## src/rtl/psum_ctrl_pkg.sv

```systemverilog
// Shared types for the psum adder-tree sequencing controller.
// PSUM_PIPE_DEPTH must track the register depth of the adder tree.
package psum_ctrl_pkg;

    localparam int PSUM_PIPE_DEPTH = 3;

    typedef enum logic [1:0] {
        IDLE,
        RUN,
        DRAIN,
        DONE
    } state_e;

    typedef struct packed {
        logic valid;
        logic first;
        logic last;
    } tag_t;

endpackage

```

## src/rtl/psum_pipe_tag.sv

```systemverilog
// Tag shift register running alongside the adder tree; decodes FIFO read,
// zero-addend and write/result steering from the registered stage tags.
module psum_pipe_tag
    import psum_ctrl_pkg::*;
(
    input  logic clk,
    input  logic rst,
    input  tag_t in_tag,
    output logic s1_valid,
    output logic fifo_rd_en,
    output logic fifo_zero,
    output logic fifo_wr_en,
    output logic res_valid
);

    // Stages 1..2 carry the full tag; the final stage only needs valid/last to steer.
    tag_t [PSUM_PIPE_DEPTH-2:0] tag_q, tag_d;
    logic s3_valid_q, s3_valid_d;
    logic s3_last_q, s3_last_d;

    always_comb begin
        tag_d[0] = in_tag;
        for (int i = 1; i < PSUM_PIPE_DEPTH - 1; i++) begin
            tag_d[i] = tag_q[i-1];
        end
        s3_valid_d = tag_q[PSUM_PIPE_DEPTH-2].valid;
        s3_last_d  = tag_q[PSUM_PIPE_DEPTH-2].last;
    end

    always_ff @(posedge clk) begin
        if (rst) begin
            tag_q      <= '0;
            s3_valid_q <= 1'b0;
            s3_last_q  <= 1'b0;
        end else begin
            tag_q      <= tag_d;
            s3_valid_q <= s3_valid_d;
            s3_last_q  <= s3_last_d;
        end
    end

    assign s1_valid   = tag_q[0].valid;
    assign fifo_rd_en = tag_q[0].valid & ~tag_q[0].first;
    assign fifo_zero  = tag_q[1].valid &  tag_q[1].first;
    assign fifo_wr_en = s3_valid_q & ~s3_last_q;
    assign res_valid  = s3_valid_q &  s3_last_q;

endmodule

```

## src/rtl/psum_ctrl.sv

```systemverilog
// Sequencing controller for the 3-stage psum adder tree: admits PE beats,
// schedules psum FIFO reads/writes and flags final results.
module psum_ctrl
    import psum_ctrl_pkg::*;
#(
    parameter int DEPTH  = 64,
    parameter int PIX_W  = 7,
    parameter int PASS_W = 8
) (
    input  logic              clk,
    input  logic              rst,
    input  logic              start,
    input  logic [PIX_W-1:0]  cfg_num_pix,
    input  logic [PASS_W-1:0] cfg_num_pass,
    input  logic              pe_valid,
    output logic              pe_ready,
    input  logic              fifo_empty,
    output logic              fifo_rd_en,
    output logic              fifo_zero,
    output logic              fifo_wr_en,
    output logic              fifo_clr,
    input  logic              res_afull,
    output logic              res_valid,
    output logic              busy,
    output logic              done,
    output logic              err
);

    state_e            state_q, state_d;
    logic [PIX_W-1:0]  num_pix_q, num_pix_d, pix_cnt_q, pix_cnt_d;
    logic [PASS_W-1:0] num_pass_q, num_pass_d, pass_cnt_q, pass_cnt_d;
    logic              pe_ready_q, pe_ready_d;
    logic              busy_q, busy_d;
    logic              done_q, done_d;
    logic              clr_q, clr_d;
    logic              err_q, err_d;

    logic acc, last_pass, s1_valid;
    tag_t in_tag;

    assign last_pass = (pass_cnt_q == num_pass_q - PASS_W'(1));
    // The adder tree cannot stall, so the result-buffer headroom gate acts before admission.
    assign pe_ready  = pe_ready_q & ~(last_pass & res_afull);
    assign acc       = pe_valid & pe_ready;
    assign in_tag    = '{valid: acc, first: (pass_cnt_q == '0), last: last_pass};

    psum_pipe_tag u_pipe (
        .clk        (clk),
        .rst        (rst),
        .in_tag     (in_tag),
        .s1_valid   (s1_valid),
        .fifo_rd_en (fifo_rd_en),
        .fifo_zero  (fifo_zero),
        .fifo_wr_en (fifo_wr_en),
        .res_valid  (res_valid)
    );

    always_comb begin
        state_d    = state_q;
        num_pix_d  = num_pix_q;
        num_pass_d = num_pass_q;
        pix_cnt_d  = pix_cnt_q;
        pass_cnt_d = pass_cnt_q;
        clr_d      = 1'b0;
        done_d     = 1'b0;
        err_d      = err_q | (fifo_rd_en & fifo_empty);
        case (state_q)
            IDLE: begin
                if (start) begin
                    num_pix_d  = (cfg_num_pix > PIX_W'(DEPTH)) ? PIX_W'(DEPTH) : cfg_num_pix;
                    num_pass_d = cfg_num_pass;
                    pix_cnt_d  = '0;
                    pass_cnt_d = '0;
                    clr_d      = 1'b1;
                    err_d      = 1'b0;
                    state_d    = (cfg_num_pix == '0 || cfg_num_pass == '0) ? DONE : RUN;
                end
            end
            RUN: begin
                if (acc) begin
                    if (pix_cnt_q == num_pix_q - PIX_W'(1)) begin
                        pix_cnt_d  = '0;
                        pass_cnt_d = pass_cnt_q + PASS_W'(1);
                        if (last_pass) state_d = DRAIN;
                    end else begin
                        pix_cnt_d = pix_cnt_q + PIX_W'(1);
                    end
                end
            end
            // Leave once the last beat is past stage 1 so the registered done
            // lands one cycle after its result.
            DRAIN: if (!s1_valid) state_d = DONE;
            DONE: begin
                state_d = IDLE;
                done_d  = 1'b1;
            end
            default: state_d = IDLE;
        endcase
        busy_d = (state_d != IDLE);
        // Short passes: hold off a re-read until the same pixel's write has left stage 3.
        pe_ready_d = (state_d == RUN) &&
                     !((num_pix_d < PIX_W'(3)) && (pass_cnt_d != '0) && (acc || s1_valid));
    end

    always_ff @(posedge clk) begin
        if (rst) begin
            state_q    <= IDLE;
            num_pix_q  <= '0;
            num_pass_q <= '0;
            pix_cnt_q  <= '0;
            pass_cnt_q <= '0;
            pe_ready_q <= 1'b0;
            busy_q     <= 1'b0;
            done_q     <= 1'b0;
            clr_q      <= 1'b0;
            err_q      <= 1'b0;
        end else begin
            state_q    <= state_d;
            num_pix_q  <= num_pix_d;
            num_pass_q <= num_pass_d;
            pix_cnt_q  <= pix_cnt_d;
            pass_cnt_q <= pass_cnt_d;
            pe_ready_q <= pe_ready_d;
            busy_q     <= busy_d;
            done_q     <= done_d;
            clr_q      <= clr_d;
            err_q      <= err_d;
        end
    end

    assign busy     = busy_q;
    assign done     = done_q;
    assign err      = err_q;
    assign fifo_clr = clr_q;

endmodule

```

## config.mk

```make
export PLATFORM = sky130hd
export DESIGN_NAME = psum_ctrl
export DESIGN_NICKNAME = d
export VERILOG_FILES = /design/src/rtl/psum_ctrl_pkg.sv /design/src/rtl/psum_pipe_tag.sv /design/src/rtl/psum_ctrl.sv
export SDC_FILE = /design/constraint.sdc
export NUM_CORES = 1
export LEC_CHECK = 0
export BUFFER_PORTS_ARGS = -buffer_cell sky130_fd_sc_hd__buf_2
export CAP_MARGIN = 20
export CORE_AREA = 5 5 82 84
export DETAILED_ROUTE_END_ITERATION = 8
export DIE_AREA = 0 0 87 89
export GPL_ROUTABILITY_DRIVEN = 0
export MAX_ROUTING_LAYER = met4
export SYNTH_ARGS = -nofsm -noshare
export SYNTH_HDL_FRONTEND = slang
export SYNTH_SLANG_ARGS = --single-unit
```

## constraint.sdc

```tcl
create_clock -name clk -period 3.5 [get_ports clk]
set_input_delay 0.175 -clock clk [delete_from_list [all_inputs] [get_ports clk]]
set_output_delay 0.175 -clock clk [all_outputs]
set_load 0.02 [all_outputs]
```

-- Word-level counts from Yosys, hierarchy flattened
Cells that the tools add are included.
- $add $sub $neg: 4
- order comparisons: 2
- eq/ne operators: 8
- mux-type cells: 22
- bitwise logic cells: 13
- reduce and logical (&&, ||, !) cells: 16
- operators with widths (cell ; number):
    $mux W7 ; 6
    $mux W8 ; 3
    $logic_not A8 Y1 ; 2
    $pmux W8 S2 ; 1
    $pmux W7 S2 ; 1
    $mux W2 ; 6
    $add A8 B1 Y8 const B ; 1
    $and A1 B1 Y1 ; 8
    $eq A8 B8 Y1 ; 1
    $pmux W2 S4 ; 1
    $reduce_bool A8 Y1 ; 1
    $sub A8 B1 Y8 const B ; 1
    $add A7 B1 Y7 const B ; 1
    $eq A7 B7 Y1 ; 1
    $gt A7 B7 Y1 const B ; 1
    $logic_not A7 Y1 ; 1
    $lt A7 B2 Y1 const B ; 1
    $sub A7 B1 Y7 const B ; 1
    $eq A2 B1 Y1 const B ; 2
    $eq A2 B2 Y1 const B ; 2
    $mux W1 ; 4
    $ne A2 B2 Y1 const B ; 2
    $not A1 Y1 ; 4
    $reduce_bool A2 Y1 ; 2
    other kinds (8) ; 11
- bits in registers: 45
- input port bits: 21
- output and inout bits: 9
- logic and storage cells: 83

-- Logic depth before layout (Yosys ltp)
Gate-level depths: netlist of run 1.
- word-level depth: 13
- mapped depth: 11
- mapped depth without buffers: 10

-- By module
From an unflattened synthesis of run 1, not the netlist that was laid out.
- cells, all modules: 307
- area total of the unflattened synthesis: 2483.6 um^2
- modules (own cells, without submodules) (module ; times used ; cells each ; area each (um^2) ; seq. area each (um^2)):
    psum_ctrl ; 1 ; 287 ; 2248.4 ; 740.7
    psum_pipe_tag ; 1 ; 20 ; 235.2 ; 160.2

-- Worst setup path before layout of run 1
Ideal clock, no wire load.
- path kind: flip-flop to flip-flop
- start: reg num_pass_q[0]
- end: reg pe_ready_q
- setup time: 0.091 ns
- arrival: 2.448 ns
- path slack: 0.961 ns
- stages on the path, launching flop included: 9
- cells stage by stage: dfxtp_1 > or4_4 > or4_1 > nand4_2 > o2111ai_4 > a32o_1 > a31oi_2 > a41oi_1 > nor4bb_1
- word-level cells in the longest chain between the ends: 13
- elaborated cells on any way between the ends: 19
- those cells by class: add/sub: 1; eq/ne: 2; mux: 6; bitwise: 4; reduce/logical: 6
- RTL lines (element ; RTL line ; RTL):
    from (decl) ; psum_ctrl.sv:31 ; logic [PASS_W-1:0] num_pass_q, num_pass_d, pass_cnt_q, pass_cnt_d;
    from (signal assigned) ; psum_ctrl.sv:120 ; num_pass_q <= num_pass_d;
    $sub A8 B1 Y8 * ; psum_ctrl.sv:41 ; assign last_pass = (pass_cnt_q == num_pass_q - PASS_W'(1));
    $eq A8 B8 Y1 * ; psum_ctrl.sv:41 ;
    $and A1 B1 Y1 ; psum_ctrl.sv:43 ; assign pe_ready = pe_ready_q & ~(last_pass & res_afull);
    $not A1 Y1 ; psum_ctrl.sv:43 ;
    $and A1 B1 Y1 ; psum_ctrl.sv:43 ;
    $and A1 B1 Y1 ; psum_ctrl.sv:44 ; assign acc = pe_valid & pe_ready;
    $mux W8 ; psum_ctrl.sv:80 ; if (acc) begin
    $pmux W8 S2 ; psum_ctrl.sv:67 ; case (state_q)
    $reduce_bool A8 Y1 ; psum_ctrl.sv:102 ; !((num_pix_d < PIX_W'(3)) && (pass_cnt_d != '0) && (acc || s1_valid));
    $logic_and A1 B1 Y1 (2 in a row) ; psum_ctrl.sv:102 ;
    $logic_not A1 Y1 ; psum_ctrl.sv:102 ;
    $logic_and A1 B1 Y1 * ; psum_ctrl.sv:101 ; pe_ready_d = (state_d == RUN) &&
    to (signal assigned) ; psum_ctrl.sv:123 ; pe_ready_q <= pe_ready_d;
    to (decl) ; psum_ctrl.sv:32 ; logic pe_ready_q, pe_ready_d;
Mark *: on every way between the ends. The rest lies on a longest branch, timed or not.
A chain may end at the register's enable or synchronous reset.

-- Final worst setup path of run 1
Same ends and word-level chain as after synthesis.

==> flow_summary.ini, run 1 <==
[timing]
whs_ns = 0.118
setup_slack_ns = 0.612
tightest_slew_ns = 0.897
timing.max_slew.rel_slack_pct = 40.2
post-route-period-util_pct = 82.5
finClkSkew_ns = 0.0132
setup-violations-final = 0
period_needed_ns = 2.89
max_freq_mhz = 346
final_max_slew_viol_count = 0
hold_violations = 0
setup_tns_ns = 0
rsz0062_at_grt = no

[clock_tree]
cts_buffer_depth = 2
cts_inserted_buffers = 5
htree_levels = 2
postCtsHoldBufs = 0
clk_pin_slew_ns = 0.09
cts_tree = yes
ctsResizeCount = 0
clk_latency_ns = 0.30
post_cts_buffers = 0
cts_num_sinks = 45
clock-root-buffer = clkbuf_8

[synthesis]
yosysSeqAreaShare_pct = 35.4
synthCells = 314
yosys.area.top_type_share_pct = 35.4
syn_area_um2 = 2550
synth_area_leaders = dfxtp_1, xnor2_1, nand2_1
synthFlopType = dfxtp_1
synth_warnings = 0
synthDistinctLibCells = 59
synth_edf_count = 0
synth_nets = 340
async_reset_ff_share_pct = 0
avgSynthCellArea_um2 = 8.11
ys_seq_elements = 45
yosys.area.top_type = dfxtp_1

[floorplanning]
die_h_um = 89
die-area_um2 = 7740
fp-row-count = 28
pin_count = 30
start_util_pct = 43.5
die-width_um = 87
fp.coreArea_um2 = 5850

[placed_design]
dp.final_hpwl_um = 4430
dp_slack_ns = 0.638
place_area_um2 = 2730
dp_cells = 401
portBuffers = 29

[drt]
wirelength_um = 6080
drt_iter0_markers = 210
avgRoutedWirePerCell_um = 14.9
viasPerCell = 5.60
drc = 0
first_pass_iters = 4
via_count = 2290
postRouteAntennaNets = 0

[setup_path]
crit_required_ns = 3.72
cp_slowest_cell = or4_4
cp_num_cells = 8
worst-path-buf-inv = 0
worst_setup_path_start_kind = flop
path_delay_family = simple AND/OR/NAND/NOR gates
cp_cell_sequence = or4_4 > or4_1 > nand4_2 > o2111ai_4 > nand3_1 > a2bb2oi_1 > a41oi_1 > nor4bb_1
crit_arrival_ns = 3.11
critPathMaxStageDelay_ns = 0.57
cp_max_fo = 17
rr_worst_depth = 8
end_kind = flop
path_class = reg -> reg

[layout]
instances_no_fill = 409
final_cell_mix = dfxtp_1, nand2_1, buf_2
postLayoutCoreUtil_pct = 48.5
finalNetCount = 359
drive_gt1_share_pct = 14.7
design_area_um2 = 2840
syn2layout_area_growth_pct = 11.4
num_antenna_cells = 0
fillerInstances = 573
final_common_cell = dfxtp_1

[power]
max-vdd-ir-drop_uv = 269
leakage_nw = 1.07
p_per_area_nw_per_um2 = 391
power_mw = 1.11

[global_routing]
grt_pass1_wl_um = 10100
grt_max_degree = 35
antenna_found_initial = 0
grt_pass1_vias = 2125
grt_usage_pct = 17.0
overflow = 0

[run]
cap_violations = 0

[status]
outcome = finished clean

[min_path]
min_path_cells = 3
hp-class = in -> reg
[power breakdown]
| part | total (mW) | switching (mW) | internal, mW | leakage, nW |
|---|---|---|---|---|
| clock network | 0.402 | 0.187 | 0.214 | 0.0585 |
| registers | 0.551 | 0.0222 | 0.529 | 0.367 |
| logic | 0.159 | 0.0931 | 0.0656 | 0.647 |
| total | 1.11 | 0.303 | 0.809 | 1.07 |
[Yosys cell counts (3+ instances only)]
master / number
nor4b_1: 3
o21ai_0: 4
and4_1: 3
ha_1: 5
nand3b_1: 6
xnor2_1: 18
or3_1: 3
xor2_1: 5
clkbuf_1: 16
or4_1: 3
inv_1: 8
nand2b_1: 6
a21oi_1: 24
nand4_1: 8
and2_1: 7
nor2_1: 28
nor2b_1: 12
dfxtp_1: 45
nand2_1: 37
nor3_1: 8
nor4_1: 3
nand3_1: 11
and3_1: 6
[cell families after synthesis]
kind of cell,Yosys count,share of synthesized area (%)
AO/OA/AOI/OAI,56,15.5
XOR/XNOR,23,7.91
adder cells (fa/ha/maj),5,2.46
buffers and inverters,27,4.13
flip-flops,45,35.4
multiplexers,3,1.23
AND/OR/NAND/NOR,155,33.4
[worst register-to-register path, cell delays in order, from the launching register on]
cell       delay (ns)
dfxtp_1          0.36
or4_4            0.57
or4_1            0.53
nand4_2          0.14
o2111ai_4        0.29
nand3_1          0.30
a2bb2oi_1        0.21
a41oi_1          0.15
nor4bb_1         0.27
[per-layer routing]
layer | part of all wire, % | global-route usage (%) | up-vias | wire (um)
li1 | - | - | 1141 | -
met1 | 46 | 22.0 | 1073 | 2820
met2 | 47 | 27.2 | 65 | 2840
met3 | 5.8 | 2.95 | 11 | 351
met4 | 1.2 | 4.82 | 0 | 73
met5 | 0 | - | - | 0
[flip-flops by register name, indices dropped and copies added (netlist names), 2 cells and up]
signal	cells
num_pass_q	8
num_pix_q	7
pass_cnt_q	8
pix_cnt_q	7
state_q	2
u_pipe.tag_d	2
[worst paths after layout]
path | start | to | slack, ns
max | num_pass_q[0] | pe_ready_q | 0.61
min | cfg_num_pass[7] | num_pass_q[7] | 0.12
max reg2reg | num_pass_q[0] | pe_ready_q | 0.61
min reg2reg | u_pipe.s3_last_d | u_pipe.s3_last_q | 0.44
[layout make-up]
type | count | area (um^2) | share of cell area, %
clock inverter | 3 | 43.8 | 1.54
sequential | 45 | 901 | 31.7
timing repair buffer | 31 | 160 | 5.64
tap | 75 | 93.8 | 3.31
clock buffer | 5 | 68.8 | 2.42
multi-input combinational | 242 | 1540 | 54.3
inverter | 8 | 30.0 | 1.06
(Power assumes the default switching activity.)
==> inputs of run 2 (changes only) <==
Clock period 3.5 ns to 2.38 ns, I/O delays scaled along.
==> flow_summary.ini, run 2 (synthesis gave the netlist of run 1 again) <==
[floorplanning]
start_util_pct = 43.5
fp.coreArea_um2 = 5850
die_h_um = 89
die-area_um2 = 7740
fp-row-count = 28
pin_count = 30
die-width_um = 87

[layout]
reg_top3 = num_pass_q (8), pass_cnt_q (8)
final_common_cell = dfxtp_1
syn2layout_area_growth_pct = 30.0
final_cell_mix = dfxtp_1, buf_4, nand2_1
finalNetCount = 402
drive_gt1_share_pct = 30.0
num_antenna_cells = 0
fillerInstances = 562
design_area_um2 = 3310

[placed_design]
dp_slack_ns = -0.394
portBuffers = 29
dp.final_hpwl_um = 4910
place_area_um2 = 3030

[clock_tree]
clk_latency_ns = 0.30
htree_levels = 2
cts_tree = yes
clock-root-buffer = clkbuf_8
cts_buffer_depth = 2
postCtsHoldBufs = 0
clk_pin_slew_ns = 0.09
cts_inserted_buffers = 5
cts_num_sinks = 45

[status]
outcome = complete, but fails checks
failed_checks = negative setup slack

[drt]
via_count = 2473
wirelength_um = 6800
drt_iter0_markers = 235
viasPerCell = 5.47
avgRoutedWirePerCell_um = 15.0
postRouteAntennaNets = 0
first_pass_iters = 8
drc = 0

[global_routing]
busiest_layer = met2
overflow = 0
grt_usage_pct = 18.8
grt_use_met1_pct = 24.6
antenna_found_initial = 0
grt_max_degree = 34
met2_usage_pct = 29.5
grt_pass1_vias = 2340
use_met3_pct = 3.50
grt_pass1_wl_um = 11200

[setup_path]
cp_slowest_cell = or4_4
cp_cell_sequence = or4_4 > or4_4 > nand4_4 > o2111ai_4 > a32o_1 > a31oi_2 > a41oi_2 > nor4bb_1
cp_max_fo = 6
worst-path-buf-inv = 0
path_delay_family = simple AND/OR/NAND/NOR gates
end_kind = flop
crit_arrival_ns = 2.93
crit_top_cell = or4_4
crit_required_ns = 2.57
critPathMaxStageDelay_ns = 0.56
path_class = reg -> reg
worst_setup_path_start_kind = flop

[timing]
hold_violations = 0
rsz0062_at_grt = yes
timing.max_slew.rel_slack_pct = 64.3
period_needed_ns = 2.73
post-route-period-util_pct = 115
setup_slack_ns = -0.351
setup_tns_ns = -2.35
finClkSkew_ns = 0.00833
setup-violations-final = 17
max_freq_mhz = 366
final_max_slew_viol_count = 0
tightest_slew_ns = 0.522

[power]
leakage_nw = 1.31
p_seq_share_pct = 47.6
p_per_area_nw_per_um2 = 510
p_int_mw = 1.23
power_switching_uw = 456
swShare_pct = 27.0
p_comb_share_pct = 18.2
max-vdd-ir-drop_uv = 422
pwr-share-clk_pct = 34.2

[min_path]
hp-class = in -> reg

[run]
cap_violations = 0
[run 2: cell count changes in the layout (fill, tap and decap cells not counted), sizes merged]
cell	delta
clkbuf	+1
o2111ai	+1
inv	-1
buf	+42
[run 2: layer usage]
| metal | vias to the layer above | part of all wire (%) | routed length [um] |
|---|---|---|---|
| met5 | - | 0 | 0 |
| met4 | 0 | 1.5 | 105 |
| met3 | 10 | 4.9 | 336 |
| met2 | 70 | 46 | 3110 |
| met1 | 1162 | 48 | 3240 |
| li1 | 1231 | - | - |
[run 2: repair_timing]
action	in CTS	in global routing
pin swaps	10	16
gates resized for setup	11	16
cloned	1	0
endpoints found under the hold margin	0	0
buffers inserted	3	4
endpoints found under the setup margin	19	20
[run 2: final timing paths]
| check | start | to | slack, ns | cells after the start |
|---|---|---|---|---|
| worst max-delay path | num_pass_q[3] | pe_ready_q | -0.35 | 8 |
| worst min-delay path | cfg_num_pass[7] | num_pass_q[7] | 0.07 | 3 |
| worst max register to register | num_pass_q[3] | pe_ready_q | -0.35 | 8 |
| worst min register to register | u_pipe.tag_d[3] | u_pipe.s3_last_d | 0.45 | 1 |
[run 2: layout make-up]
| type | count | area (um^2) | area share [%] |
|---|---|---|---|
| Clock buffer | 6 | 72.6 | 2.19 |
| Inverter | 8 | 30.0 | 0.907 |
| Multi-Input combinational cell | 243 | 1680 | 50.7 |
| Timing Repair Buffer | 73 | 493 | 14.9 |
| Sequential cell | 45 | 905 | 27.3 |
| Clock inverter | 2 | 38.8 | 1.17 |
| Tap cell | 75 | 93.8 | 2.83 |
[run 2: power groups by stage]
stage          sequential, mW  clock [mW]  combinational (mW)
2_1_floorplan           0.820           0               0.178
3_3_place_gp            0.820           0               0.278
3_5_place_dp            0.820           0               0.280
4_1_cts                 0.803       0.593               0.298
5_1_grt                 0.808       0.619               0.340
6_report                0.804       0.578               0.307
[run 2: worst reg2reg max path: stages (launching register included)]
cell,delay (ns)
dfxtp_2,0.33
or4_4,0.56
or4_4,0.45
nand4_4,0.15
o2111ai_4,0.19
a32o_1,0.29
a31oi_2,0.20
a41oi_2,0.15
nor4bb_1,0.32
[run 2: per-stage QoR]
stage,utilization [%],hold slack [ns],std cells,power (mW)
floorplan,-,0.255,314,0.998
global placement,51.7,0.382,437,1.10
detailed placement,51.7,0.385,437,1.10
CTS,55.1,0.0601,449,1.69
global route,56.6,0.0786,452,1.77
finish,56.6,0.0706,452,1.69
